--- src/rtl/midi_pkg.sv ---
// Shared constants and enums for the MIDI note receiver.
// Status nibbles, running-status encoding and UART states.
package midi_pkg;

    localparam int unsigned MIDI_BAUD = 31250;

    localparam logic [3:0] NOTE_OFF = 4'h8;
    localparam logic [3:0] NOTE_ON  = 4'h9;
    localparam logic [3:0] SYS      = 4'hF;

    typedef enum logic [1:0] {
        RsNone,
        RsOn,
        RsOff,
        RsIgnore
    } run_status_t;

    typedef enum logic [2:0] {
        UartIdle,
        UartStart,
        UartData,
        UartStop,
        UartWaitHigh
    } uart_state_t;

endpackage

--- src/rtl/midi_uart_rx.sv ---
// MIDI UART receiver: 2-flop synchronizer, 8N1 framing, one-cycle byte strobe
// or framing-error strobe per received frame.
module midi_uart_rx
    import midi_pkg::*;
#(
    parameter int unsigned CLKS_PER_BIT = 800
) (
    input  logic       pixelClk,
    input  logic       reset,
    input  logic       midiRx,
    output logic [7:0] byteData,
    output logic       byteValid,
    output logic       framingError
);

    localparam logic [11:0] HALF_CNT = 12'(CLKS_PER_BIT / 2 - 1);
    localparam logic [11:0] FULL_CNT = 12'(CLKS_PER_BIT - 1);

    logic [1:0]  r_sync;
    uart_state_t r_state, w_state_d;
    logic [11:0] r_cnt, w_cnt_d;
    logic [2:0]  r_bit_idx, w_bit_idx_d;
    logic [7:0]  r_shift, w_shift_d;
    logic        r_byte_valid, w_byte_valid_d;
    logic        r_frame_err, w_frame_err_d;
    logic        w_rx;

    assign w_rx         = r_sync[1];
    assign byteData     = r_shift;
    assign byteValid    = r_byte_valid;
    assign framingError = r_frame_err;

    always_ff @(posedge pixelClk or posedge reset) begin
        if (reset) begin
            r_sync       <= 2'b11;
            r_state      <= UartIdle;
            r_cnt        <= '0;
            r_bit_idx    <= '0;
            r_shift      <= '0;
            r_byte_valid <= 1'b0;
            r_frame_err  <= 1'b0;
        end else begin
            r_sync       <= {r_sync[0], midiRx};
            r_state      <= w_state_d;
            r_cnt        <= w_cnt_d;
            r_bit_idx    <= w_bit_idx_d;
            r_shift      <= w_shift_d;
            r_byte_valid <= w_byte_valid_d;
            r_frame_err  <= w_frame_err_d;
        end
    end

    always_comb begin
        w_state_d      = r_state;
        w_cnt_d        = r_cnt;
        w_bit_idx_d    = r_bit_idx;
        w_shift_d      = r_shift;
        w_byte_valid_d = 1'b0;
        w_frame_err_d  = 1'b0;
        unique case (r_state)
            UartIdle: begin
                if (!w_rx) begin
                    w_state_d = UartStart;
                    w_cnt_d   = '0;
                end
            end
            UartStart: begin
                if (r_cnt == HALF_CNT) begin
                    w_cnt_d     = '0;
                    w_bit_idx_d = '0;
                    // A start bit that is high again at mid-bit was only a glitch
                    w_state_d   = w_rx ? UartIdle : UartData;
                end else begin
                    w_cnt_d = r_cnt + 12'd1;
                end
            end
            UartData: begin
                if (r_cnt == FULL_CNT) begin
                    w_cnt_d   = '0;
                    w_shift_d = {w_rx, r_shift[7:1]};
                    if (r_bit_idx == 3'd7) begin
                        w_state_d = UartStop;
                    end else begin
                        w_bit_idx_d = r_bit_idx + 3'd1;
                    end
                end else begin
                    w_cnt_d = r_cnt + 12'd1;
                end
            end
            UartStop: begin
                if (r_cnt == FULL_CNT) begin
                    w_cnt_d = '0;
                    if (w_rx) begin
                        w_byte_valid_d = 1'b1;
                        w_state_d      = UartIdle;
                    end else begin
                        w_frame_err_d = 1'b1;
                        w_state_d     = UartWaitHigh;
                    end
                end else begin
                    w_cnt_d = r_cnt + 12'd1;
                end
            end
            UartWaitHigh: begin
                if (w_rx) begin
                    w_state_d = UartIdle;
                end
            end
            default: w_state_d = UartIdle;
        endcase
    end

endmodule

--- src/rtl/midi_note_receiver.sv ---
// MIDI Note On/Off parser with running status; drives the {note, velocity}
// bus of the currently held key for the glyph managers.
module midi_note_receiver
    import midi_pkg::*;
#(
    parameter int unsigned CLKS_PER_BIT = 800,
    parameter logic [3:0]  CHANNEL      = 4'd0,
    parameter bit          OMNI         = 1'b1
) (
    input  logic        pixelClk,
    input  logic        reset,
    input  logic        midiRx,
    output logic [15:0] midiNoteOut,
    output logic        noteOnPulse,
    output logic        noteOffPulse,
    output logic        framingError
);

    logic [7:0]  w_byte_data;
    logic        w_byte_valid;

    run_status_t r_rs, w_rs_d;
    logic        r_have_note, w_have_note_d;
    logic [7:0]  r_note, w_note_d;
    logic [15:0] r_out, w_out_d;
    logic        r_on, w_on_d;
    logic        r_off, w_off_d;
    logic        w_ch_ok;

    midi_uart_rx #(
        .CLKS_PER_BIT(CLKS_PER_BIT)
    ) u_uart (
        .pixelClk    (pixelClk),
        .reset       (reset),
        .midiRx      (midiRx),
        .byteData    (w_byte_data),
        .byteValid   (w_byte_valid),
        .framingError(framingError)
    );

    assign midiNoteOut  = r_out;
    assign noteOnPulse  = r_on;
    assign noteOffPulse = r_off;
    assign w_ch_ok      = OMNI || (w_byte_data[3:0] == CHANNEL);

    always_ff @(posedge pixelClk or posedge reset) begin
        if (reset) begin
            r_rs        <= RsNone;
            r_have_note <= 1'b0;
            r_note      <= '0;
            r_out       <= '0;
            r_on        <= 1'b0;
            r_off       <= 1'b0;
        end else begin
            r_rs        <= w_rs_d;
            r_have_note <= w_have_note_d;
            r_note      <= w_note_d;
            r_out       <= w_out_d;
            r_on        <= w_on_d;
            r_off       <= w_off_d;
        end
    end

    always_comb begin
        w_rs_d        = r_rs;
        w_have_note_d = r_have_note;
        w_note_d      = r_note;
        w_out_d       = r_out;
        w_on_d        = 1'b0;
        w_off_d       = 1'b0;
        if (w_byte_valid) begin
            if (w_byte_data[7]) begin
                // Realtime bytes (F8-FF) leave running status and data phase untouched
                if (w_byte_data[7:3] != 5'b11111) begin
                    w_have_note_d = 1'b0;
                    if (w_byte_data[7:4] == NOTE_ON) begin
                        w_rs_d = w_ch_ok ? RsOn : RsIgnore;
                    end else if (w_byte_data[7:4] == NOTE_OFF) begin
                        w_rs_d = w_ch_ok ? RsOff : RsIgnore;
                    end else if (w_byte_data[7:4] == SYS) begin
                        w_rs_d = RsNone;
                    end else begin
                        w_rs_d = RsIgnore;
                    end
                end
            end else if (r_rs == RsOn || r_rs == RsOff) begin
                if (!r_have_note) begin
                    w_note_d      = w_byte_data;
                    w_have_note_d = 1'b1;
                end else begin
                    w_have_note_d = 1'b0;
                    if (r_rs == RsOn && w_byte_data != 8'd0) begin
                        w_out_d = {r_note, w_byte_data};
                        w_on_d  = 1'b1;
                    end else begin
                        w_off_d = 1'b1;
                        if (r_note == r_out[15:8]) begin
                            w_out_d = '0;
                        end
                    end
                end
            end
        end
    end

endmodule
--- config.mk ---
export PLATFORM = sky130hd
export DESIGN_NAME = midi_note_receiver
export DESIGN_NICKNAME = d
export VERILOG_FILES = /design/src/rtl/midi_pkg.sv /design/src/rtl/midi_uart_rx.sv /design/src/rtl/midi_note_receiver.sv
export SDC_FILE = /design/constraint.sdc
export NUM_CORES = 1
export LEC_CHECK = 0
export BUFFER_PORTS_ARGS = -buffer_cell sky130_fd_sc_hd__buf_2
export CAP_MARGIN = 10
export CORE_ASPECT_RATIO = 0.6
export CORE_UTILIZATION = 58
export DETAILED_ROUTE_END_ITERATION = 12
export PLACE_DENSITY = 0.78
export SLEW_MARGIN = 20
export SYNTH_ARGS = -nofsm -noshare
export SYNTH_HDL_FRONTEND = slang
export SYNTH_SLANG_ARGS = --single-unit
--- constraint.sdc ---
create_clock -name pixelClk -period 2.7 [get_ports pixelClk]
set_input_delay 0.135 -clock pixelClk [delete_from_list [all_inputs] [get_ports pixelClk]]
set_output_delay 0.135 -clock pixelClk [all_outputs]
set_load 0.1 [all_outputs]
==> flow_metrics.tcl <==
set metrics [dict create \
    start_kind "flip-flop" \
    dieHeight_um 55.1 \
    end_kind "flip-flop" \
    cts.path.max_buffers 2 \
    synth.distinct_cells 47 \
    fin_worst_skew_ns 0.00815 \
    drv_cap 0 \
    drt.antenna.violating_nets 0 \
    setup_tns_ns 0 \
    antenna_found_initial 0 \
    synth_async_sr_flop_share_pct 100 \
    rsz0062_at_grt "false" \
    io_pins 22 \
    post_cts_resized 0 \
    nets 279 \
    dr.pass1.iters 4 \
    ys_seq_area_share_pct 51.6 \
    finalCriticalPeriod_ns 2.36 \
    total_power_w 0.00135 \
    hold_class "flip-flop to flip-flop" \
    die_x_um 90.5 \
    synth_area_um2 2720 \
    drc_errors 0 \
    hold_slack_ns 0.360 \
    io_buffer_count 19 \
    num-fill-cells 349 \
    vias 1895 \
    avgViaCountPerCell 5.69 \
    cts_buffers 5 \
    power_density_nw_per_um2 450 \
    h-tree-depth 2 \
    ys_ff_latch 56 \
    cp_max_fo 11 \
    post_drt_wl_per_cell_um 16.0 \
    coreArea_um2 4300 \
    synthCells 247 \
    layout-drive-gt1-share_pct 23.1 \
    slew_headroom_pct 40.9 \
    hold_viol 0 \
    post_cts_buffers 0 \
    mostFrequentLayoutCells "dfrtp_1 (54), nand2_1 (20), buf_2 (19)" \
    cts.sinks 56 \
    insertedDiodeCount 0 \
    seq_area_um2 1400 \
    required_ns 2.89 \
    yosysWarnings 0 \
    max_freq_mhz 424 \
    die_area_um2 4980 \
    synthFlopType "dfrtp_1" \
    critPathKind "flip-flop to flip-flop" \
    post-route-period-util_pct 87.3 \
    grt_pass1_vias 1806 \
    gp_congestion 0.920 \
    power.leakage_nw 1.60 \
    tightest_slew_ns 0.882 \
    slew_violations 0 \
    cts_tree "yes" \
    grt_overflow 0 \
    area_growth_pct 9.93 \
    drt_wl_total_um 5340 \
    first_iter_violations 184 \
    setup_viol 0 \
    grt_max_degree 35 \
    peakVddDrop_v 0.000339 \
    grt_usage_pct 24.1 \
    status "completed" \
    rows 18 \
    finish.utilization_pct 69.6 \
    avgSynthCellArea_um2 11.0 \
    grt_pass1_wl_um 9100 \
    synth_edf_count 0 \
    worstSkewPairLatency_ns 0.31 \
    multiInputGateArea_um2 1210 \
    clkTransAtPathRegs_ns 0.09 \
    final_common_cell "dfrtp_1" \
    start_util_pct 63.3 \
    root_buffer "clkbuf_8" \
    crit_arrival_ns 2.55 \
    dp_hpwl_um 3920 \
]
[flip-flops by register name, summed over array words and instances, names as in the netlist]
signal               count
noteOffPulse             1
u_uart.r_sync            2
u_uart.byteValid         1
r_have_note              1
r_note                   7
r_rs                     2
u_uart.r_bit_idx         3
u_uart.r_state           3
u_uart.byteData          8
midiNoteOut             14
u_uart.framingError      1
noteOnPulse              1
u_uart.r_cnt            12
[through the flow]
step / setup slack [ns] / cell area [um^2] / instances
3_5_place_dp: 0.376 / 2880 / 323
4_1_cts: 0.355 / 2990 / 333
5_1_grt: 0.229 / 2990 / 333
3_3_place_gp: 0.434 / 2880 / 323
6_report: 0.342 / 2990 / 333
2_1_floorplan: 0.646 / 2730 / 248
[power breakdown]
group	leakage [nW]	switching (W)	internal, W	total [W]
Clock	0.0510	0.000263	0.000205	0.000468
Sequential	0.761	0.00000159	0.000841	0.000842
Combinational	0.787	0.0000304	0.00000591	0.0000363
Total	1.60	0.000295	0.00105	0.00135
[timing repair]
item	in CTS	in global routing
endpoints found under the setup margin	0	0
hold buffers	2	0
hold endpoints to repair	33	0
[synthesized netlist by cell type (6+ instances only)]
| master | instances | share of area, % |
|---|---|---|
| mux2i_1 | 7 | 2.6 |
| a21o_1 | 10 | 2.8 |
| and3_1 | 10 | 2.3 |
| dfrtp_1 | 54 | 50 |
| a21oi_1 | 10 | 1.8 |
| nand3_1 | 6 | 1.1 |
| a31oi_1 | 6 | 1.4 |
| nor2_1 | 12 | 1.7 |
| mux2_2 | 9 | 3.7 |
| nand2_1 | 20 | 2.8 |
| o21ai_0 | 8 | 1.5 |
| inv_1 | 11 | 1.5 |
| mux2_4 | 7 | 3.9 |
[per-layer routing]
layer | wire length [um] | global-route usage (%) | vias to the layer above
li1 | - | - | 921
met4 | 33 | 5.65 | 0
met2 | 2110 | 35.1 | 45
met3 | 224 | 5.19 | 5
met5 | 0 | 0 | -
met1 | 2980 | 36.7 | 924
[worst max-delay path, stage by stage (launching register included)]
cell     delay [ns]
dfrtp_1        0.46
or4_4          0.54
o31ai_1        0.36
o21a_2         0.35
o21a_2         0.20
mux2_1         0.33
[cells by family (layout without fill, tap and decap cells)]
kind of cell	after synthesis	after routing	synth area share, %
buf+inv	22	47	4.04
xor+xnor	10	10	3.22
simple gates	81	81	16.9
mux	25	25	11.0
other cells	1	2	0.138
compound gates	48	48	11.4
flops	56	56	51.6
fa+ha+maj	4	4	1.84
[final cells by class]
| type | instances | area share (%) |
|---|---|---|
| inverters | 11 | 1.38 |
| repair buffers | 28 | 5.60 |
| clock inverters | 2 | 0.334 |
| clock buffers | 6 | 2.76 |
| well taps | 60 | 2.51 |
| flip-flops and latches | 56 | 46.9 |
| multi-input cells | 170 | 40.5 |
[final timing paths]
kind / start / endpoint / slack, ns / depth (start not counted)
min in group asynchronous: reset / u_uart.byteData[4]$_DFFE_PP0P_ / 0.47 / 3
max reg2reg: u_uart.r_cnt[5]$_DFFE_PP0P_ / u_uart.r_state[0]$_DFFE_PP0P_ / 0.34 / 5
min: u_uart.r_sync[0]$_DFF_PP1_ / u_uart.r_sync[1]$_DFF_PP1_ / 0.36 / 0
max: u_uart.r_cnt[5]$_DFFE_PP0P_ / u_uart.r_state[0]$_DFFE_PP0P_ / 0.34 / 5
min reg2reg: u_uart.r_sync[0]$_DFF_PP1_ / u_uart.r_sync[1]$_DFF_PP1_ / 0.36 / 0
max in group asynchronous: reset / u_uart.r_sync[1]$_DFF_PP1_ / 1.52 / 4
Note: power is estimated with default switching activity, not from simulation.
